$ cat config.mk
export PLATFORM = sky130hd
export DESIGN_NAME = delta3_sequencer
export DESIGN_NICKNAME = d
export VERILOG_FILES = /design/src/rtl/delta3_sequencer.sv
export SDC_FILE = /design/constraint.sdc
export NUM_CORES = 1
export LEC_CHECK = 0
export BUFFER_PORTS_ARGS = -buffer_cell sky130_fd_sc_hd__buf_4
export CAP_MARGIN = 20
export CORE_ASPECT_RATIO = 0.5
export CORE_MARGIN = 5
export CORE_UTILIZATION = 40
export DETAILED_ROUTE_END_ITERATION = 10
export GPL_ROUTABILITY_DRIVEN = 0
export GPL_TIMING_DRIVEN = 0
export MAX_ROUTING_LAYER = met4
export PLACE_DENSITY_LB_ADDON = 0.05
export REMOVE_ABC_BUFFERS = 1
export SLEW_MARGIN = 20
export SYNTH_ARGS = -nofsm -noshare
export SYNTH_HDL_FRONTEND = slang
export SYNTH_SLANG_ARGS = --single-unit
$ cat constraint.sdc
create_clock -name clk -period 4.33 [get_ports clk]
set_input_delay 0.433 -clock clk [delete_from_list [all_inputs] [get_ports clk]]
set_output_delay 0.433 -clock clk [all_outputs]
set_load 0.01 [all_outputs]
$ cat src/rtl/delta3_sequencer.sv
// Sequencer for the output-layer delta pass: reads a3/t per neuron, latches delta/cost, writes delta.
// Optional cost accumulation is built only when DELTA3_COST_ACCUM_EN is defined.
module delta3_sequencer #(
    parameter int DWIDTH     = 16,
    parameter int AWIDTH     = 10,
    parameter int NOUT       = 16,
    parameter int DELTA_BASE = 0
) (
    input  logic                     clk,
    input  logic                     rst_n,
    input  logic                     start,
    input  logic                     abort,
    output logic                     busy,
    output logic                     done,
    output logic                     rd_en,
    output logic [AWIDTH-1:0]        rd_addr,
    output logic                     en_delta3,
    output logic                     en_cost,
    input  logic signed [DWIDTH-1:0] delta3,
    input  logic signed [DWIDTH-1:0] cost,
    output logic                     wr_en,
    output logic [AWIDTH-1:0]        wr_addr,
    output logic signed [DWIDTH-1:0] wr_data,
    output logic signed [DWIDTH-1:0] cost_sum
);

    localparam logic [2:0] IDLE  = 3'd0;
    localparam logic [2:0] READ  = 3'd1;
    localparam logic [2:0] WAIT  = 3'd2;
    localparam logic [2:0] LATCH = 3'd3;
    localparam logic [2:0] WRITE = 3'd4;
    localparam logic [2:0] DONE  = 3'd5;

    localparam logic [AWIDTH-1:0] LAST_IDX  = AWIDTH'(NOUT - 1);
    localparam logic [AWIDTH-1:0] BASE_ADDR = AWIDTH'(DELTA_BASE);

    logic [2:0]        state_q, state_d;
    logic [AWIDTH-1:0] index_q, index_d;
    logic              accept;

    assign accept = (state_q == IDLE) && start && !abort;

    always_comb begin
        state_d = state_q;
        index_d = index_q;
        case (state_q)
            IDLE: begin
                if (accept) begin
                    state_d = READ;
                    index_d = '0;
                end
            end
            READ:  state_d = WAIT;
            WAIT:  state_d = LATCH;
            LATCH: state_d = WRITE;
            WRITE: begin
                if (index_q == LAST_IDX) begin
                    state_d = DONE;
                end else begin
                    state_d = READ;
                    index_d = index_q + 1'b1;
                end
            end
            DONE:    state_d = IDLE;
            default: state_d = IDLE;
        endcase
        // Abort outranks every transition; the index is left as-is and re-cleared on the next start.
        if (abort && (state_q != IDLE)) begin
            state_d = IDLE;
        end
    end

    always_ff @(posedge clk or negedge rst_n) begin
        if (!rst_n) begin
            state_q <= IDLE;
            index_q <= '0;
        end else begin
            state_q <= state_d;
            index_q <= index_d;
        end
    end

    assign busy      = (state_q != IDLE);
    assign done      = (state_q == DONE);
    assign rd_en     = (state_q == READ);
    assign en_delta3 = (state_q == LATCH);
    assign wr_en     = (state_q == WRITE);
    assign rd_addr   = index_q;
    assign wr_addr   = BASE_ADDR + index_q;
    assign wr_data   = delta3;

`ifdef DELTA3_COST_ACCUM_EN
    logic signed [DWIDTH-1:0] cost_sum_q, cost_sum_d;
    logic        [DWIDTH:0]   sum_wide;

    always_comb begin
        cost_sum_d = cost_sum_q;
        sum_wide   = {cost_sum_q[DWIDTH-1], cost_sum_q} + {cost[DWIDTH-1], cost};
        if (accept) begin
            cost_sum_d = '0;
        end else if ((state_q == WRITE) && !abort) begin
            // Disagreeing top two bits of the extended sum mean signed overflow: clamp instead of wrapping.
            if (sum_wide[DWIDTH] != sum_wide[DWIDTH-1]) begin
                cost_sum_d = sum_wide[DWIDTH] ? {1'b1, {(DWIDTH-1){1'b0}}}
                                              : {1'b0, {(DWIDTH-1){1'b1}}};
            end else begin
                cost_sum_d = sum_wide[DWIDTH-1:0];
            end
        end
    end

    always_ff @(posedge clk or negedge rst_n) begin
        if (!rst_n) begin
            cost_sum_q <= '0;
        end else begin
            cost_sum_q <= cost_sum_d;
        end
    end

    assign en_cost  = (state_q == LATCH);
    assign cost_sum = cost_sum_q;
`else
    logic unused_cost;

    assign unused_cost = ^cost;
    assign en_cost     = 1'b0;
    assign cost_sum    = '0;
`endif

endmodule

==> flow_summary.toml, run 1 <==
[outcome]
status = "finished clean"

[clock_tree]
cts_buffers = 3
cts_resized = 0
clock_latency_ns = 0.25
cts_max_level = 1
root_buffer = "clkbuf_8"
clkSinkCount = 13
postCtsHoldBufs = 0
cts_tree = "built"
clk_pin_slew_ns = 0.06
cts_setup_buffers = 0
cts_buffer_depth = 2

[global_routing]
antenna_found_initial = 0
grt_start_max_net_pins = 18
track_usage_pct = 13.9
grt_pass1_wl_um = 3910
grt_pass1_vias = 745
grt_overflow = 0

[logic_synthesis]
synth_top_area_cell = "dfrtp_1"
synth_cell_types = 33
synth_top_flop_cell = "dfrtp_1"
yosysWarnings = 0
synth-edff-count = 0
async_flop_share_pct = 100
synth_area_leaders = "dfrtp_1 30%, buf_4 29%, a22o_1 5.6%"
avgSynthCellArea_um2 = 9.08
synthCells = 121
ys_ff_latch = 13
ys_seq_area_share_pct = 29.6
yosysTopAreaCellShare_pct = 29.6
synthesis.area_um2 = 1100

[setup_path]
critPathCaptureType = "output port"
cp_max_fo = 11
crit_type = "reg2out"
slowest_stage = "nor2_1"
reg2reg_slack_ns = 2.26
critPathMaxStageDelay_ns = 0.53
r2r_start = "rd_addr[7]$_DFFE_PN0P_"
startpoint_type = "flip-flop"
ff2ff_path_depth = 4
crit_arrival_ns = 1.75
cp.required_ns = 3.90
path_cells = "nor2_1 -> and2_1 -> buf_4"
r2r_end = "rd_addr[3]$_DFFE_PN0P_"

[timing]
fmax_mhz = 458
post-route-period-util_pct = 50.5
setup_violations = 0
final_max_slew_viol_count = 0
rsz0062_at_grt = "false"
slew_headroom_pct = 60.8
finalHoldViolations = 0
period_minus_slack_ns = 2.19
setup_tns_ns = 0
fin_skew_ns = 0.00179
whs_ns = 0.0240
max_slew.worst_pin.slew_ns = 0.586

[detailed_routing]
ant_nets = 0
vias = 785
drt_iter0_markers = 14
wirelength_um = 2610
wl_per_cell_um = 16.4
vias_per_cell = 4.94
remaining_drc_errors = 0
firstDrtPassIters = 4

[die]
core_area_um2 = 2600
die_area_um2 = 3960
die_w_um = 84.1
die_h_um = 47.1
initial_core_util_pct = 42.2
rows = 13
ios = 94

[finish]
area_delta_synth_final_pct = 2.16
stdcell_count = 159
drive_gt1_share_pct = 29.5
final_nets = 160
regArea_um2 = 325
multi_input_area_um2 = 492
final_util_pct = 43.1
antenna_cells = 0
nFillCells = 280

[power]
p_clk_share_pct = 38.4
power_switching_mw = 0.0861
combPwrFrac_pct = 15.6
pwr-share-seq_pct = 46.0
switching_share_pct = 29.2
powerDensity_nw_per_um2 = 263
p_leak_nw = 0.600
internal-power_mw = 0.209
peakVddDrop_mv = 0.164

[hold_path]
hp-class = "in2async"

[job]
max-cap-violations = 0

[placed_design]
dpl.hpwl_um = 1940
dp_cells = 155
port_buffers = 28
[synth_stat cells, drive strengths merged (2+ instances only)]
cell	instances
buf	43
dfrtp	13
a22o	7
nand2	7
nor3	7
and3	4
clkbuf	4
o21ai	4
mux2	3
nand3	3
nor2	3
a211o	2
nor3b	2
[stage by stage]
step	area [um^2]	setup WS [ns]	power [mW]
after CTS	1120	2.16	0.298
after global placement	1080	2.28	0.183
after detailed placement	1080	2.27	0.184
final	1120	2.14	0.295
after floorplan	821	2.43	0.163
after global routing	1120	2.06	0.308
[worst max-delay path by stage]
stage | cells after the start | from | end
CTS | 3 | state_q[1]$_DFFE_PN0P_ | wr_en
finish | 3 | state_q[1]$_DFFE_PN0P_ | wr_en
global placement | 4 | rd_addr[7]$_DFFE_PN0P_ | rd_addr[3]$_DFFE_PN0P_
detailed placement | 4 | rd_addr[7]$_DFFE_PN0P_ | rd_addr[3]$_DFFE_PN0P_
floorplan | 4 | rd_addr[7]$_DFFE_PN0P_ | rd_addr[3]$_DFFE_PN0P_
global route | 3 | state_q[1]$_DFFE_PN0P_ | wr_en
[kinds of logic (layout without fill, tap and decap cells)]
logic type | Yosys count | in the layout | synth area share, %
buffers and inverters | 48 | 33 | 31.1
other | 1 | 17 | 0.341
adders and majority gates | 1 | 1 | 1.14
AOI/OAI and AO/OA | 19 | 19 | 15.7
muxes | 4 | 4 | 3.99
and+or+nand+nor | 34 | 34 | 17.3
DFF | 13 | 13 | 29.6
xor gates and xnor gates | 1 | 1 | 0.797
[metal layers]
metal  GRT usage [%]  wire length, um
met1            19.1             1370
met2            16.8              937
met3            7.53              299
met4            3.85                0
met5               -                0
[critical path, delay by kind of cell (launching register included)]
| family | cells | cell delay [ns] |
|---|---|---|
| flops | 1 | 0.51 |
| simple gates | 2 | 0.84 |
| buf+inv | 1 | 0.15 |
[sequential cells by signal, summed over array words and instances, names as in the netlist]
| name | flops |
|---|---|
| state_q | 3 |
| rd_addr | 10 |
[power by group through the flow]
stage | sequential, mW | clock, mW | combinational (mW)
after global placement | 0.137 | 0 | 0.0461
after CTS | 0.135 | 0.116 | 0.0463
after detailed placement | 0.137 | 0 | 0.0462
after floorplan | 0.136 | 0 | 0.0268
final | 0.136 | 0.113 | 0.0460
after global routing | 0.136 | 0.120 | 0.0511
[layout make-up]
cell class              count  area share [%]
inverters                   1           0.334
flip-flops and latches     13            29.0
repair buffers             28            18.7
multi-input cells          76            43.8
well taps                  37            4.12
clock buffers               4            4.01
[layout by cell type (no fill, tap or decap), types with 2 or more instances in the layout]
cell type,count
buf_4,28
conb_1,17
dfrtp_1,13
nand2_1,7
a22o_1,7
nor3_1,7
and3_1,4
o21ai_0,4
nor2_1,3
nand3_1,3
clkbuf_8,3
nor3b_1,2
a211o_1,2
mux2_2,2
Power figures use the tool's default switching activity.
==> inputs of run 2 (changes only) <==
--- a/config.mk
+++ b/config.mk
@@ -9,7 +9,7 @@
 export CAP_MARGIN = 20
 export CORE_ASPECT_RATIO = 0.5
 export CORE_MARGIN = 5
-export CORE_UTILIZATION = 40
+export CORE_UTILIZATION = 34
 export DETAILED_ROUTE_END_ITERATION = 10
 export GPL_ROUTABILITY_DRIVEN = 0
 export GPL_TIMING_DRIVEN = 0
==> constraint.sdc (replaced) <==
create_clock -name clk -period 1.9 [get_ports clk]
set_input_delay 0.19 -clock clk [delete_from_list [all_inputs] [get_ports clk]]
set_output_delay 0.19 -clock clk [all_outputs]
set_load 0.01 [all_outputs]
==> run 2 against run 1 <==
Compared with the run above:
- the run now ends with negative setup slack left
- combinational power increased to 2.6 times the previous value
- clock skew decreased by 0.0014 ns
- wire length increased by 6.2%
- global-route usage decreased by 1.6 points
- hold slack improved by 0.10 ns
- first-iteration DRC count increased by 100%
- largest cell class unchanged
- register-to-register slack got worse by 2.3 ns
==> flow_summary.toml, run 2 (same netlist as run 1, synthesis figures left out) <==
[finish]
final_common_cell = "buf_4"
drive_gt1_share_pct = 39.2
area_delta_synth_final_pct = 11.2
nFillCells = 321
antenna_cells = 0
final_nets = 168
largest_reg_flops = 10
final_cell_mix = "34 x buf_4, 17 x conb_1, 8 x dfrtp_1"
final_util_pct = 40.1

[clock_tree]
clock_latency_ns = 0.24
cts_buffer_depth = 2
cts_tree = "built"
root_buffer = "clkbuf_8"
cts_buffers = 3
cts_max_level = 1
clk_pin_slew_ns = 0.06
clkSinkCount = 13

[setup_path]
startpoint_type = "flip-flop"
cp.required_ns = 2.08
critPathCaptureType = "flip-flop"
critPathMaxStageDelay_ns = 0.56
slowest_stage = "or4_4"
crit_arrival_ns = 2.09
crit_type = "reg2reg"
cp_max_fo = 5
path_cells = "or4_4 -> o311ai_4 -> a21boi_4 -> a22o_1"

[timing]
final_max_slew_viol_count = 0
post-route-period-util_pct = 101
max_slew.worst_pin.slew_ns = 0.595
finalHoldViolations = 0
rsz0062_at_grt = "true"
slew_headroom_pct = 60.3
setup_violations = 2
period_minus_slack_ns = 1.91
fin_skew_ns = 0.000383
fmax_mhz = 523
whs_ns = 0.129
layout_setup_ws_ns = -0.0122

[power]
p_leak_nw = 0.642
powerDensity_nw_per_um2 = 558
peakVddDrop_mv = 0.210

[die]
ios = 94
core_area_um2 = 3050
die_area_um2 = 4540
die_w_um = 90.4
rows = 14
die_h_um = 50.2
initial_core_util_pct = 36.0

[detailed_routing]
vias_per_cell = 4.97
remaining_drc_errors = 0
wl_per_cell_um = 16.3
ant_nets = 0
firstDrtPassIters = 4
drt_iter0_markers = 28
wirelength_um = 2770
vias = 845

[global_routing]
grt_pass1_vias = 764
track_usage_pct = 12.4
grt_pass1_wl_um = 4230
antenna_found_initial = 0
grt_overflow = 0
grt_start_max_net_pins = 18

[outcome]
violations = "negative setup slack"
status = "finished with violations"

[placed_design]
port_buffers = 28
dpl.hpwl_um = 1980

[hold_path]
hp-class = "in2reg"

[job]
max-cap-violations = 0
==> run 2: what timing repair did <==
item,4_1_cts,5_1_grt
cloned,1,0
hold endpoints to repair,13,0
hold buffers,1,0
gates resized for setup,7,3
setup buffers,2,4
endpoints found under the setup margin,10,10
pin swaps,1,6
==> run 2: final cells by class <==
class	instances	area [um^2]	area share (%)
Clock buffer	4	45.0	3.69
Inverter	1	3.75	0.307
Multi-Input combinational cell	77	526	43.0
Sequential cell	13	332	27.2
Tap cell	40	50.0	4.10
Timing Repair Buffer	35	265	21.7
==> run 2: worst paths after layout <==
check	slack, ns	end	startpoint	depth (start not counted)
max	-0.01	rd_addr[5]$_DFFE_PN0P_	rd_addr[8]$_DFFE_PN0P_	4
min	0.13	state_q[2]$_DFFE_PN0P_	abort	2
min reg2reg	0.57	rd_addr[1]$_DFFE_PN0P_	rd_addr[1]$_DFFE_PN0P_	1
max in group asynchronous	1.39	rd_addr[1]$_DFFE_PN0P_	rst_n	2
min in group asynchronous	0.33	rd_addr[5]$_DFFE_PN0P_	rst_n	2
max reg2reg	-0.01	rd_addr[5]$_DFFE_PN0P_	rd_addr[8]$_DFFE_PN0P_	4
==> run 2: power by group <==
group / switching (mW) / total, mW / internal [mW] / leakage, nW
clock: 0.103 / 0.251 / 0.148 / 0.0228
combinational: 0.0687 / 0.118 / 0.0495 / 0.448
sequential: 0.0258 / 0.312 / 0.286 / 0.171
total: 0.198 / 0.681 / 0.484 / 0.642
==> run 2: critical path: cells and delay by family (launching register included) <==
family,cells,cell delay (ns)
compound gates,3,0.88
flops,1,0.41
simple gates,1,0.56
==> run 2: per-layer routing <==
metal / share of wire [%] / track usage (%) / wire length (um) / vias up
met5: 0 / - / 0 / -
met4: 0.69 / 2.97 / 19 / 0
met3: 12 / 6.87 / 323 / 2
met2: 38 / 14.8 / 1040 / 49
met1: 50 / 17.3 / 1390 / 404
li1: - / - / - / 390
==> run 2: per-stage QoR <==
step | power (mW) | TNS, ns | cells | worst slack, ns | cell area, um^2
global placement | 0.419 | -1.46 | 158 | -0.177 | 1080
global route | 0.722 | -0.447 | 170 | -0.0685 | 1220
detailed placement | 0.418 | -1.17 | 158 | -0.145 | 1080
CTS | 0.688 | 0 | 166 | 0.00573 | 1180
finish | 0.681 | -0.0236 | 170 | -0.0122 | 1220
floorplan | 0.370 | 0 | 90 | 0.00286 | 821
